==> config.mk <==
export PLATFORM = sky130hd
export DESIGN_NAME = spi_fifo_packer
export DESIGN_NICKNAME = d
export VERILOG_FILES = /design/src/rtl/spi_stream_pkg.sv /design/src/rtl/spi_word_outreg.sv /design/src/rtl/spi_fifo_packer.sv
export SDC_FILE = /design/constraint.sdc
export NUM_CORES = 1
export LEC_CHECK = 0
export CAP_MARGIN = 20
export CORE_MARGIN = 2
export CORE_UTILIZATION = 35
export CTS_CLUSTER_SIZE = 40
export DETAILED_ROUTE_END_ITERATION = 10
export SYNTH_ARGS = -nofsm -noshare
export SYNTH_HDL_FRONTEND = slang
export SYNTH_SLANG_ARGS = --single-unit
==> constraint.sdc <==
create_clock -name clk -period 4.8 [get_ports clk]
set_input_delay 1.44 -clock clk [delete_from_list [all_inputs] [get_ports clk]]
set_output_delay 1.44 -clock clk [all_outputs]
set_load 0.01 [all_outputs]
==> src/rtl/spi_stream_pkg.sv <==
// Shared types for the SPI read-data packing path.
// Word bundle, FSM states and the byte-lane keep helper.
package spi_stream_pkg;

    localparam int BYTES_PER_WORD = 4;

    typedef enum logic {
        IDLE,
        RUN
    } packer_state_t;

    typedef struct packed {
        logic [31:0] data;
        logic [3:0]  keep;
        logic        last;
    } word_t;

    // Keep mask for a word holding 'lanes' bytes (1..4).
    function automatic logic [3:0] keep_mask(input logic [2:0] lanes);
        logic [4:0] m;
        m = (5'd1 << lanes) - 5'd1;
        return m[3:0];
    endfunction

endpackage

==> src/rtl/spi_word_outreg.sv <==
// One-entry AXI-Stream output register for packed words.
// Ports: clk_i, rst_ni, word_i/load_i (fill), ready_i (sink ready),
//   word_o/valid_o (stream side), full_o, hold_o (filled and not
//   draining this cycle, so a new word cannot be loaded).
module spi_word_outreg
    import spi_stream_pkg::*;
(
    input  logic  clk_i,
    input  logic  rst_ni,
    input  word_t word_i,
    input  logic  load_i,
    input  logic  ready_i,
    output word_t word_o,
    output logic  valid_o,
    output logic  full_o,
    output logic  hold_o
);

    word_t word_q, word_d;
    logic  full_q, full_d;
    logic  accept;

    assign accept  = full_q & ready_i;
    assign hold_o  = full_q & ~accept;
    assign word_o  = word_q;
    assign valid_o = full_q;
    assign full_o  = full_q;

    always_comb begin
        word_d = word_q;
        full_d = full_q;
        if (load_i) begin
            word_d = word_i;
            full_d = 1'b1;
        end else if (accept) begin
            full_d = 1'b0;
        end
    end

    always_ff @(posedge clk_i or negedge rst_ni) begin
        if (!rst_ni) begin
            word_q <= '0;
            full_q <= 1'b0;
        end else begin
            word_q <= word_d;
            full_q <= full_d;
        end
    end

endmodule

==> src/rtl/spi_fifo_packer.sv <==
// Drains SPI read-back bytes from the FIFO, packs them little-endian
// into 32-bit words and streams them out, tlast on the frame's end.
// Ports: clk, rstn (async, active-low); start/frame_bytes begin a
//   frame; fifo_not_empty/fifo_dout/fifo_rd_en read the FIFO (data
//   one cycle after the strobe); m_axis_* is the AXIS master;
//   busy while a frame runs, done pulses once when it ends.
module spi_fifo_packer
    import spi_stream_pkg::*;
#(
    parameter int LEN_W = 8
) (
    input  logic             clk,
    input  logic             rstn,
    input  logic             start,
    input  logic [LEN_W-1:0] frame_bytes,
    input  logic             fifo_not_empty,
    input  logic [7:0]       fifo_dout,
    output logic             fifo_rd_en,
    output logic [31:0]      m_axis_tdata,
    output logic [3:0]       m_axis_tkeep,
    output logic             m_axis_tlast,
    output logic             m_axis_tvalid,
    input  logic             m_axis_tready,
    output logic             busy,
    output logic             done
);

    packer_state_t    state_q, state_d;
    logic [LEN_W-1:0] req_left_q, req_left_d;
    logic [LEN_W-1:0] rem_left_q, rem_left_d;
    logic [2:0]       lane_q, lane_d;
    logic             pend_q, pend_d;
    logic             hold_q, hold_d;
    logic             done_q, done_d;
    logic [31:0]      asm_q, asm_d;

    logic [31:0]      asm_cap;
    logic [2:0]       lane_cap;
    logic [LEN_W-1:0] rem_cap;
    logic             cap_done;
    logic             rd_en;
    logic             load;
    logic             accept;
    logic             out_full;
    logic             asm_hold;
    word_t            word_in;
    word_t            word_out;

    // Assembly word as it looks after this cycle's capture. While a
    // completed word is held no read is in flight, so pend_q is 0 and
    // these equal the held values.
    always_comb begin
        asm_cap = asm_q;
        if (pend_q) begin
            asm_cap[{lane_q[1:0], 3'b000} +: 8] = fifo_dout;
        end
        lane_cap = lane_q + {2'b00, pend_q};
        rem_cap  = rem_left_q - LEN_W'(pend_q);
        cap_done = pend_q & ((lane_cap == 3'd4) | (rem_cap == '0));
    end

    assign word_in.data = asm_cap;
    assign word_in.keep = keep_mask(lane_cap);
    assign word_in.last = (rem_cap == '0);

    assign load   = (cap_done | hold_q) & ~asm_hold;
    assign accept = m_axis_tvalid & m_axis_tready;

    // lane_cap counts bytes captured or landing this cycle. A read for
    // the next word may start while the 4th byte lands, but only when
    // the output register is empty so that word is certain to move
    // out and free the lanes; this keeps 1 byte/cycle with no
    // dependence on tready.
    always_comb begin
        rd_en = (state_q == RUN) & fifo_not_empty &
                (req_left_q != '0) & ~hold_q &
                ((lane_cap < 3'd4) |
                 ((lane_cap == 3'd4) & ~out_full));
    end

    always_comb begin
        state_d    = state_q;
        req_left_d = req_left_q - LEN_W'(rd_en);
        rem_left_d = rem_cap;
        lane_d     = lane_cap;
        pend_d     = rd_en;
        hold_d     = hold_q;
        asm_d      = asm_cap;
        done_d     = 1'b0;

        if (load) begin
            lane_d = '0;
            asm_d  = '0;
            hold_d = 1'b0;
        end else if (cap_done) begin
            hold_d = 1'b1;
        end

        unique case (state_q)
            IDLE: begin
                if (start) begin
                    if (frame_bytes != '0) begin
                        state_d    = RUN;
                        req_left_d = frame_bytes;
                        rem_left_d = frame_bytes;
                        lane_d     = '0;
                        pend_d     = 1'b0;
                        hold_d     = 1'b0;
                        asm_d      = '0;
                    end else begin
                        done_d = 1'b1;
                    end
                end
            end
            RUN: begin
                if (accept && word_out.last) begin
                    state_d = IDLE;
                    done_d  = 1'b1;
                end
            end
            default: state_d = IDLE;
        endcase
    end

    always_ff @(posedge clk or negedge rstn) begin
        if (!rstn) begin
            state_q    <= IDLE;
            req_left_q <= '0;
            rem_left_q <= '0;
            lane_q     <= '0;
            pend_q     <= 1'b0;
            hold_q     <= 1'b0;
            done_q     <= 1'b0;
            asm_q      <= '0;
        end else begin
            state_q    <= state_d;
            req_left_q <= req_left_d;
            rem_left_q <= rem_left_d;
            lane_q     <= lane_d;
            pend_q     <= pend_d;
            hold_q     <= hold_d;
            done_q     <= done_d;
            asm_q      <= asm_d;
        end
    end

    spi_word_outreg u_outreg (
        .clk_i   (clk),
        .rst_ni  (rstn),
        .word_i  (word_in),
        .load_i  (load),
        .ready_i (m_axis_tready),
        .word_o  (word_out),
        .valid_o (m_axis_tvalid),
        .full_o  (out_full),
        .hold_o  (asm_hold)
    );

    assign fifo_rd_en   = rd_en;
    assign m_axis_tdata = word_out.data;
    assign m_axis_tkeep = word_out.keep;
    assign m_axis_tlast = word_out.last;
    assign busy         = (state_q == RUN);
    assign done         = done_q;

endmodule

== Word level (Yosys, flattened, before mapping) ==
Index checks and enable logic that the tools add are counted.

* Output and inout bits: 41
* Flip-flop bits (word level): 93

* $add $sub $neg: 5
* Reductions and logical operators: 5
* Order comparisons: 1
* Shift-type cells: 3
* Equality and inequality tests: 1
* Bitwise gates (word level): 17
* Muxes and demuxes: 34

{| class="wikitable"
|+ Operators by type and width
! cell !! number
|-
| two-way mux 32 bit || 5
|-
| two-way mux 8 bit || 6
|-
| bitwise mux 32 bit || 1
|-
| variable shift 8 x 7 -> 32 bit, first input constant || 1
|-
| variable part select 8 x 7 -> 32 bit || 1
|-
| two-way mux 1 bit || 16
|-
| nonzero test 8 bit || 2
|-
| subtractor 8 x 1 -> 8 bit || 2
|-
| two-way mux 3 bit || 4
|-
| bitwise AND 1 bit || 9
|-
| zero test 8 bit || 1
|-
| negator 5 -> 7 bit || 1
|-
| inverter 1 bit || 5
|-
| case mux 1 bit (2 select lines) || 2
|-
| << shifter 1 x 3 -> 4 bit, first input constant || 1
|-
| subtractor 4 x 1 -> 4 bit, second input constant || 1
|-
| adder 3 x 1 -> 3 bit || 1
|-
| == test 3 bit, second input constant || 1
|-
| < comparator 3 bit, second input constant || 1
|-
| bitwise OR 1 bit || 3
|-
| nonzero test 2 bit || 1
|-
| logical AND 1 bit || 1
|}

== Depth between registers and ports, before layout ==
Gate-level depths: netlist of the first run.

* Depth after elaboration: 10
* Gate-level depth with buffers: 12

== Hierarchy ==
From an unflattened synthesis of the first run, not the netlist that was laid out.

* Cell total of the unflattened synthesis: 336
* Area, all modules: 4,304.1 µm²

{| class="wikitable"
|+ By module, submodules not included
! module !! cells each !! area each (µm²) !! instances
|-
| spi_fifo_packer || 254 || 2,806.4 || 1
|-
| spi_word_outreg || 82 || 1,497.7 || 1
|}

== Worst setup path before layout of the first run ==
Ideal clock, no wire load.

* Path kind: input -> output
* Start: in fifo_not_empty
* End: out fifo_rd_en
* Path buffers: 0
* Path slack: 1,563 ps
* Arrival: 1,797 ps
* Cell stages on the path: 2
* Cell sequence: nand4b_1 > a21oi_1

* Word-level cells in the longest chain between the ends: 4

{| class="wikitable"
|+ Ends and longest elaborated chain
! item !! line !! text
|-
| start, declared || spi_fifo_packer.sv:16 || <nowiki>input logic fifo_not_empty,</nowiki>
|-
| bitwise AND 1 bit (2 in a row) || spi_fifo_packer.sv:75 || <nowiki>rd_en = (state_q == RUN) & fifo_not_empty &</nowiki>
|-
| bitwise AND 1 bit (2 in a row) || spi_fifo_packer.sv:76 || <nowiki>(req_left_q != '0) & ~hold_q &</nowiki>
|-
| end, declared || spi_fifo_packer.sv:18 || <nowiki>output logic fifo_rd_en,</nowiki>
|}

No other way between the ends.

== Worst setup path in the final report of the first run ==
Ends and elaborated chain as after synthesis.

==> flow_summary.rst, run 1 <==
.. list-table::
   :header-rows: 1

   * - Metric
     - Value
   * - Run status
     - complete, but fails checks
   * - Violations in the final reports
     - design-rule violations
   * - Number of filler cells placed in the layout
     - 1,102
   * - Max Transition Viols Final
     - 0
   * - Most used cell along the critical path
     - clkdlybuf4s50_1
   * - Number of global-route vias before repair
     - 2,843
   * - Clock transition time at the flip-flop clock pins of the worst setup and hold paths
     - 0.06 ns
   * - Number of diodes added for antenna fixing
     - 0
   * - Tightest Pin Transition
     - 0.8106 ns
   * - Critical Path Source Type
     - primary input
   * - Hold_ws
     - 0.4881 ns
   * - Detailed Route Iter0 Violations
     - 157
   * - Number of top-level pins
     - 62
   * - Portion of total power attributed to the clock network
     - 0.231
   * - Post-layout instance area
     - 0.005271 mm^2
   * - Port-buffer cells
     - 61
   * - Avg WL per Cell
     - 15.59 um
   * - Worst slew margin relative to its limit
     - 0.4582
   * - Die Y-Extent
     - 113.2 um
   * - DR DRC count
     - 9
   * - Number of enable flip-flop cells after synthesis
     - 0
   * - Post-Syn Area
     - 0.004173 mm^2
   * - Fraction of the cycle the final worst path needs
     - 0.8991
   * - Commonest register cell after synthesis
     - dfrtp_1
   * - Post-synth ARST share
     - 1.000
   * - Number of setup buffers added after CTS
     - 0
   * - Maximum number of buffers from clock root to sink
     - 2
   * - Number of cell instances on the worst register-to-register path
     - 11
   * - Number of buffers inserted by hold repair at cts
     - 0
   * - Number of stages on the worst hold path
     - 1
   * - Share of final-layout standard cells stronger than drive strength 1
     - 0.07919
   * - Top fanout value on the critical path
     - 2
   * - GRT Residual Overflow
     - 0
   * - Total internal power
     - 2238 uW
   * - Achievable Freq
     - 231.7 MHz
   * - Ranking of synthesized cells by instance count
     - dfrtp_1 (93), nor2_1 (44), inv_1 (42), mux2i_1 (33), a22oi_1 (32)
   * - Post-synthesis instance total
     - 368
   * - Met3 track demand over resource in global routing
     - 0.04553
   * - Highest-utilization routing layer at the global route stage
     - met2
   * - Vias post-DR
     - 2,935
   * - Overall Global Routing Usage
     - 0.1534
   * - Relative contribution of combinational cells to total power
     - 0.384
   * - Ranking of synthesized cells by area
     - dfrtp_1 (56%), mux2i_1 (7.9%), a22oi_1 (5.8%)
   * - Final critical path time including I/O delays and setup
     - 4.316 ns
   * - Synthesized Nets
     - 401
   * - Slowest-stage cell, CP
     - clkdlybuf4s50_1
   * - Resize count post-CTS
     - 0
   * - # setup viols final
     - 0
   * - CTS root buffer
     - clkbuf_16
   * - Buffers plus inverters on the worst setup path
     - 2
   * - Worst hold path class
     - reg -> reg
   * - Met2 layer usage reported by global route
     - 0.2463
   * - Fraction of power spent switching nets
     - 0.3406
   * - Maximum cell stage delay along the critical path
     - 0.57 ns
   * - List of cells traversed by the critical path
     - clkdlybuf4s50_1 -> nand4b_1 -> a21oi_1 -> clkdlybuf4s50_1
   * - Final Hold Viols
     - 0
   * - Placer's final routability congestion estimate
     - 0.7867
   * - Cell accounting for the most synthesized area
     - dfrtp_1
   * - CTS buffer count
     - 9
   * - Syn-to-layout area delta
     - 26.33%
   * - Most instantiated library cell after synthesis
     - dfrtp_1
   * - Estimated wirelength of the detail-placed design
     - 6341 um
   * - Instance count on the critical path
     - 4
   * - Part of the power in registers
     - 0.385
   * - Die outline width
     - 113.2 um
   * - Met1 global-route usage
     - 0.1963
   * - Count of nets left with antenna violations after detail routing
     - 0
   * - FF+latch count, synth
     - 93
   * - First-pass GRT wire length
     - 15,040 um
   * - Kind of cell adding the most delay to the critical path
     - buffers and inverters
   * - Crit end category
     - output pin
   * - Post-layout net count
     - 470
   * - Number of H-tree levels
     - 3
   * - Peak supply drop
     - 0.2691 mV
   * - Static leakage power
     - 0.002313 uW
   * - Final wirelength
     - 9123 um
   * - Worst path required time
     - 3.36 ns
   * - Maximum number of pins on one net before global-route repair
     - 81
   * - Num Clock Sinks
     - 93
   * - Sequential cell area fraction in the yosys report
     - 0.5577
   * - Share of the synthesized area in the top cell type
     - 0.5577
   * - Routed via count divided by cell count
     - 5.017
   * - Total negative setup slack
     - 0 ns
   * - Number of distinct library cells after synthesis
     - 41
   * - Crit path arrival time
     - 2.88 ns
   * - Effective utilization at floorplan
     - 0.3623
   * - Class of the most critical setup path
     - in -> out
   * - Post-layout utilization of the core
     - 0.4577
   * - Net load switching power
     - 1156 uW
   * - Drt first pass iters
     - 7
   * - Synth warn
     - 0
   * - Number of placement rows
     - 39
   * - Number of antenna violations at the first check in global routing
     - 0
   * - Clk Latency, worst-skew pair
     - 0.35 ns
   * - Die Area
     - 0.01281 mm^2
   * - Total placed instance area
     - 0.004910 mm^2
   * - CTS tree
     - built
   * - Max-cap violation count
     - 0
   * - Power per Cell Area
     - 643.8 mW/mm^2
   * - Avg Cell Area, Syn
     - 11.34 um^2
   * - RSZ-0062 raised after global routing
     - false
   * - Core box area
     - 0.01152 mm^2
   * - Worst Skew
     - 0.006555 ns
registers in the layout, summed over array words and instances, names as in the netlist:
name,flops
req_left_q,8
asm_q,32
busy,1
u_outreg.full_o,1
rem_left_q,8
lane_q,3
pend_q,1
done,1
hold_q,1
u_outreg.word_o,37
area by class of cell:
type / instances / area (um^2) / share of cell area
flip-flops and latches: 93 / 2327 / 0.4415
multi-input cells: 222 / 1585 / 0.3007
repair buffers: 69 / 688.2 / 0.1305
well taps: 143 / 178.9 / 0.03394
inverters: 42 / 157.7 / 0.02991
clock buffers: 12 / 256.5 / 0.04866
clock inverters: 4 / 77.57 / 0.01472
final timing paths:
check                                                from                              end  slack (ns)
min in group asynchronous                            rstn  u_outreg.word_o[27]$_DFFE_PN0P_        0.91
max in group asynchronous                            rstn  u_outreg.word_o[35]$_DFFE_PN0P_        3.07
min                        u_outreg.word_o[1]$_DFFE_PN0P_   u_outreg.word_o[1]$_DFFE_PN0P_        0.49
max                                        fifo_not_empty                       fifo_rd_en        0.48
max reg2reg                              pend_q$_DFF_PN0_          req_left_q[6]$_DFF_PN0_        1.92
min reg2reg                u_outreg.word_o[1]$_DFFE_PN0P_   u_outreg.word_o[1]$_DFFE_PN0P_        0.49
placed cells by master (no fill, tap or decap), drive strengths merged:
master / n
clkinv: 1
a21o: 1
a21boi: 1
dfrtp: 93
nor3b: 1
nor2: 44
clkdlybuf4s18: 1
xor2: 5
clkbuf: 12
nor2b: 2
and2: 1
mux2: 3
or4: 1
o31ai: 1
buf: 8
mux2i: 33
a22oi: 33
a21oi: 2
nand3b: 1
inv: 43
nor4b: 5
bufinv: 2
o21ba: 2
o21ai: 20
nand3: 4
o211ai: 1
clkdlybuf4s50: 60
or3: 1
o21a: 1
nand4b: 2
xnor2: 9
ha: 12
nand2b: 5
nand2: 21
or4b: 1
nor4: 7
nor3: 2
power groups by stage:
stage / Sequential (uW) / Combinational (uW) / Clock (uW)
final: 1310 / 1300 / 784
after global routing: 1350 / 1450 / 842
after CTS: 1310 / 1320 / 811
after detailed placement: 1320 / 1310 / 0
after global placement: 1310 / 1280 / 0
after floorplan: 1340 / 806 / 0
per-stage QoR:
stage                     setup WS, ns  std cells  power, uW
after floorplan                  1.563        368       2143
final                           0.4843        585       3393
after global routing            0.4241        585       3641
after global placement          0.4623        566       2590
after CTS                       0.4732        584       3444
after detailed placement        0.4717        568       2633
metal layers:
metal	share of wire	wire, um
met1	0.46	4188
met2	0.48	4378
met3	0.045	407
met4	0.016	149
met5	0	0
logic make-up (layout without fill, tap and decap cells):
group	count (synthesis)	count (layout)	synth area share
simple gates	98	98	0.1187
flops	93	93	0.5577
compound gates	62	62	0.1049
buf+inv	53	127	0.06417
mux	36	36	0.08726
xor+xnor	14	14	0.03119
fa+ha+maj	12	12	0.03598
(Power assumes the default switching activity.)
==> run 2: changes to the inputs <==
--- a/config.mk
+++ b/config.mk
@@ -5,7 +5,6 @@
 export SDC_FILE = /design/constraint.sdc
 export NUM_CORES = 1
 export LEC_CHECK = 0
-export CAP_MARGIN = 20
 export CORE_MARGIN = 2
 export CORE_UTILIZATION = 35
 export CTS_CLUSTER_SIZE = 40
==> flow_summary.rst, run 2 (synthesized netlist as in run 1, its figures left out) <==
.. list-table::
   :header-rows: 1

   * - Metric
     - Value
   * - Tightest Pin Transition
     - 1.305 ns (+0.4940 ns)
   * - Core box area
     - 0.01152 mm^2 (unchanged)
   * - Number of top-level pins
     - 62 (unchanged)
   * - Number of placement rows
     - 39 (unchanged)
   * - Port-buffer cells
     - 61 (unchanged)
   * - GRT Residual Overflow
     - 0 (unchanged)
   * - Final Hold Viols
     - 0 (unchanged)
   * - Number of H-tree levels
     - 3 (unchanged)
   * - Num Clock Sinks
     - 93 (unchanged)
   * - Drt first pass iters
     - 7 (unchanged)
   * - Most frequent cells in the layout
     - dfrtp_1 (93), clkdlybuf4s50_1 (60), nor2_1 (44)
   * - Max Transition Viols Final
     - 0 (unchanged)
   * - Run status
     - complete, but fails checks
   * - Class of the most critical setup path
     - in -> out
   * - First-pass GRT wire length
     - 15,140 um (+0.69%)
   * - Share of final-layout standard cells stronger than drive strength 1
     - 0.07745 (-0.001737)
   * - Crit end category
     - output pin
   * - Die Area
     - 0.01281 mm^2 (unchanged)
   * - Vias post-DR
     - 2,882 (-1.8%)
   * - Most frequent standard cell in the layout excluding fill and tap cells
     - dfrtp_1
   * - Worst slew margin relative to its limit
     - 0.1223 (-0.3359)
   * - Achievable Freq
     - 231.4 MHz (-0.15%)
   * - Net load switching power
     - 1174 uW (+1.6%)
   * - Number of setup buffers added after CTS
     - 0 (unchanged)
   * - CTS tree
     - built
   * - Top fanout value on the critical path
     - 2 (unchanged)
   * - Syn-to-layout area delta
     - 24.23%
   * - Relative contribution of combinational cells to total power
     - 0.395 (+0.011)
   * - Portion of total power attributed to the clock network
     - 0.208 (-0.023)
   * - Max-cap violation count
     - 0 (unchanged)
   * - Count of nets left with antenna violations after detail routing
     - 0 (unchanged)
   * - Clk Latency, worst-skew pair
     - 0.34 ns (about the same)
   * - Worst hold path class
     - reg -> reg
   * - Total placed instance area
     - 0.004895 mm^2 (-0.31%)
   * - RSZ-0062 raised after global routing
     - false
   * - CTS root buffer
     - clkbuf_16
   * - DR DRC count
     - 9 (unchanged)
   * - Critical Path Source Type
     - primary input
   * - Effective utilization at floorplan
     - 0.3623 (unchanged)
   * - CTS buffer count
     - 9 (unchanged)
   * - Violations in the final reports
     - design-rule violations
   * - Number of diodes added for antenna fixing
     - 0 (unchanged)
   * - Final critical path time including I/O delays and setup
     - 4.322 ns (+0.006569 ns)
   * - Largest register FFs
     - 37 (unchanged)
   * - Avg WL per Cell
     - 15.69 um (+0.61%)
   * - Crit path arrival time
     - 2.88 ns (about the same)
   * - Worst Skew
     - 0.006549 ns (-0.000006630 ns)
   * - Hold_ws
     - 0.4916 ns (+0.003504 ns)
   * - # setup viols final
     - 0 (unchanged)
   * - Number of global-route vias before repair
     - 2,851 (+0.28%)
   * - Worst path required time
     - 3.36 ns (about the same)
   * - Fraction of power spent switching nets
     - 0.3569 (+0.01629)
   * - Power per Cell Area
     - 634.5 mW/mm^2 (-1.4%)
   * - Resize count post-CTS
     - 0 (unchanged)
   * - Placer's final routability congestion estimate
     - 0.7867 (unchanged)
   * - Static leakage power
     - 0.002268 uW (-2.0%)
   * - Post-layout instance area
     - 0.005184 mm^2 (-1.7%)
   * - Post-layout net count
     - 467 (-0.64%)
   * - Total internal power
     - 2115 uW (-5.5%)
   * - Clock transition time at the flip-flop clock pins of the worst setup and hold paths
     - 0.07 ns (about the same)
   * - Final wirelength
     - 9132 um (about the same)
   * - Fraction of the cycle the final worst path needs
     - 0.9005 (+0.001369)
   * - Die Y-Extent
     - 113.2 um (unchanged)
   * - Detailed Route Iter0 Violations
     - 171 (+8.9%)
   * - Number of antenna violations at the first check in global routing
     - 0 (unchanged)
   * - Number of buffers inserted by hold repair at cts
     - 0 (unchanged)
   * - Estimated wirelength of the detail-placed design
     - 6287 um (-0.85%)
   * - Routed via count divided by cell count
     - 4.952 (-1.3%)
   * - Part of the power in registers
     - 0.397 (+0.012)
   * - Maximum number of pins on one net before global-route repair
     - 81 (unchanged)
   * - Peak supply drop
     - 0.2236 mV (-17%)
   * - Total negative setup slack
     - 0 ns (unchanged)
   * - Overall Global Routing Usage
     - 0.1526 (-0.0008682)
   * - Maximum number of buffers from clock root to sink
     - 2 (unchanged)
   * - Die outline width
     - 113.2 um (unchanged)
[run 2: area by class of cell]
class	count	area, um^2
multi-input combinational	222	1592
sequential	93	2327
fill	1104	6332
inverter	42	157.7
timing repair buffer	66	645.6
tap	143	178.9
clock inverter	6	43.79
clock buffer	10	239.0
[run 2: per-layer routing]
metal  vias to the layer above  share of wire  global-route usage
li1                       1384              -                   -
met1                      1431           0.48              0.2139
met2                        59           0.46              0.2323
met3                         8          0.042             0.03428
met4                         0          0.011             0.05610
met5                         -              0                   0
[run 2: critical path: stages]
cell and delay (ns):
clkdlybuf4s50_1 0.48, nand4b_1 0.16, a21oi_1 0.23, clkdlybuf4s50_1 0.57
[run 2: path summary, 6_finish.rpt]
| check | startpoint | to | slack (ns) | cells after the start |
|---|---|---|---|---|
| worst max-delay path | fifo_not_empty | fifo_rd_en | 0.48 | 4 |
| worst min-delay path | u_outreg.word_o[1]$_DFFE_PN0P_ | u_outreg.word_o[1]$_DFFE_PN0P_ | 0.49 | 1 |
| worst max register to register | lane_q[0]$_DFF_PN0_ | req_left_q[6]$_DFF_PN0_ | 1.96 | 11 |
| worst min register to register | u_outreg.word_o[1]$_DFFE_PN0P_ | u_outreg.word_o[1]$_DFFE_PN0P_ | 0.49 | 1 |
| max in group asynchronous | rstn | asm_q[30]$_DFF_PN0_ | 2.71 | 2 |
| min in group asynchronous | rstn | asm_q[22]$_DFF_PN0_ | 1.24 | 1 |
[run 2: power groups by stage]
| stage | Sequential (uW) | Combinational, uW | Clock [uW] |
|---|---|---|---|
| after floorplan | 1340 | 806 | 0 |
| after global placement | 1310 | 1280 | 0 |
| after detailed placement | 1320 | 1310 | 0 |
| after CTS | 1310 | 1320 | 702 |
| after global routing | 1350 | 1450 | 742 |
| final | 1310 | 1300 | 683 |
[run 2: metrics by stage]
step	setup WS, ns	std cells	total power (uW)	utilization
after floorplan	1.563	368	2143	-
after global placement	0.4623	566	2590	0.4250
after detailed placement	0.4780	566	2631	0.4250
after CTS	0.4784	582	3328	0.4496
after global routing	0.4341	582	3547	0.4501
final	0.4777	582	3289	0.4501
==> variant (settings of run 2) <==
Set the parameter `LEN_W` to 4 (it was 8).
--- a/src/rtl/spi_fifo_packer.sv
+++ b/src/rtl/spi_fifo_packer.sv
@@ -7,7 +7,7 @@
 module spi_fifo_packer
     import spi_stream_pkg::*;
 #(
-    parameter int LEN_W = 8
+    parameter int LEN_W = 4
 ) (
     input  logic             clk,
     input  logic             rstn,
Ports: changed (resized frame_bytes); port bits go from 62 to 58. No check against the original RTL was run, so the function may have changed too.
==> variant against run 2 <==
Setup slack lost 0.27 ns. Wire length shrank 12%. Hold slack gained 0.014 ns. Sequential cell count shrank 8. Non-clock buffer count shrank 6. Power shrank 6.7%. Final area shrank 4.1%. Register-to-register slack gained 0.04 ns. Synthesized area shrank 4.8%. Largest cell class unchanged.
==> variant: results <==
group,metric,value,unit
floorplan,die-area,12200,sq um
placed_design,placed_area,4610,sq um
routing,route.met3.wl,316,um
critical_path,arrival,3.16,ns
routing,dr.pass1.iters,4,
critical_path,reg2regPathDepth,9,
grt,grt_max_degree,86,
grt,grt.total_usage,13.7,%
placed_design,dp_slack,0.214,ns
grt,grt_first_pass_wirelength,13.5,mm
placed_design,numPortBuffers,57,
grt,met3_usage,3.40,%
floorplan,rows,38,
cells_and_area,nNetsFinal,403,
pwr,power_leakage,2.19,nW
pwr,max-vdd-ir-drop,0.000255,V
synthesis,synthMuxAreaShare,9.39,%
synthesis,synth_compound_area_share,8.35,%
sta,slew_headroom,27.9,%
synthesis,ys_seq_area_share,53.5,%
status,status,"complete, no violations",
placed_design,hpwlAfterDp,5.29,mm
synthesis,synth.distinct_cells,37,
synthesis,synth_common_cells,"dfrtp_1 (85), inv_1 (42), mux2i_1 (35), nor3_2 (33), a22oi_1 (32)",
routing,via_per_inst,4.92,
cells_and_area,layout-drive-gt1-share,16.9,%
synthesis,yosys.area_share.adder,3.78,%
grt,grtUsageMet1,18.3,%
sta,fin_worst_skew,0.0101,ns
routing,drt_iter0_markers,81,
routing,routedWlPerCell,15.5,um
synthesis,synthTopCellsByArea,"dfrtp_1 (54%), mux2i_1 (8.8%), nor3_2 (8.3%)",
synthesis,synth-xor-area-share,1.73,%
pwr,netSwitchingFraction,33.8,%
placed_design,gp_congestion,0.726,
synthesis,synth_nets,346,
grt,grt_pass1_vias,2679,
routing,m1WireLength,3.79,mm
==> variant: cell types whose count changed in the layout (fill, tap and decap cells not counted), moves of 6 or more <==
cell | before | now
nor2_1 | 44 | 5
dfrtp_1 | 93 | 85
nor4_1 | 7 | 1
nand2_1 | 21 | 13
nor3_2 | 1 | 33
o21ai_0 | 19 | 5
==> variant: cell families after synthesis <==
logic type | count (synthesis)
buffers and inverters | 57
muxes | 37
AOI/OAI and AO/OA | 47
and+or+nand+nor | 72
xor gates and xnor gates | 7
adders and majority gates | 12
DFF | 85
==> variant: final timing paths <==
kind | start | endpoint | slack [ns]
setup / recovery | fifo_not_empty | fifo_rd_en | 0.20
hold / removal | u_outreg.word_o[1] | u_outreg.word_o[1] | 0.51
setup reg to reg | lane_q[0] | req_left_q[2] | 2.00
hold reg to reg | u_outreg.word_o[1] | u_outreg.word_o[1] | 0.51
max in group asynchronous | rstn | lane_q[2] | 2.79
min in group asynchronous | rstn | u_outreg.word_o[15] | 1.28
==> variant: critical path: stages <==
cell and delay, ns:
clkdlybuf4s50_1 0.45, nand2_1 0.05, a2111oi_0 0.56, clkdlybuf4s50_1 0.65
==> variant: cell type report <==
type	count	area [sq um]
Clock buffer	10	239
Tap cell	140	175
Multi-Input combinational cell	175	1550
Fill cell	1044	5970
Inverter	43	161
Clock inverter	6	116
Sequential cell	85	2130
Timing Repair Buffer	60	603
==> variant: power by group through the flow <==
stage | sequential (mW) | combinational, mW | clock, mW
final | 1.07 | 1.19 | 0.811
after global routing | 1.10 | 1.32 | 0.863
after CTS | 1.07 | 1.21 | 0.834
after detailed placement | 1.09 | 1.20 | 0
after global placement | 1.08 | 1.18 | 0
after floorplan | 1.11 | 0.794 | 0
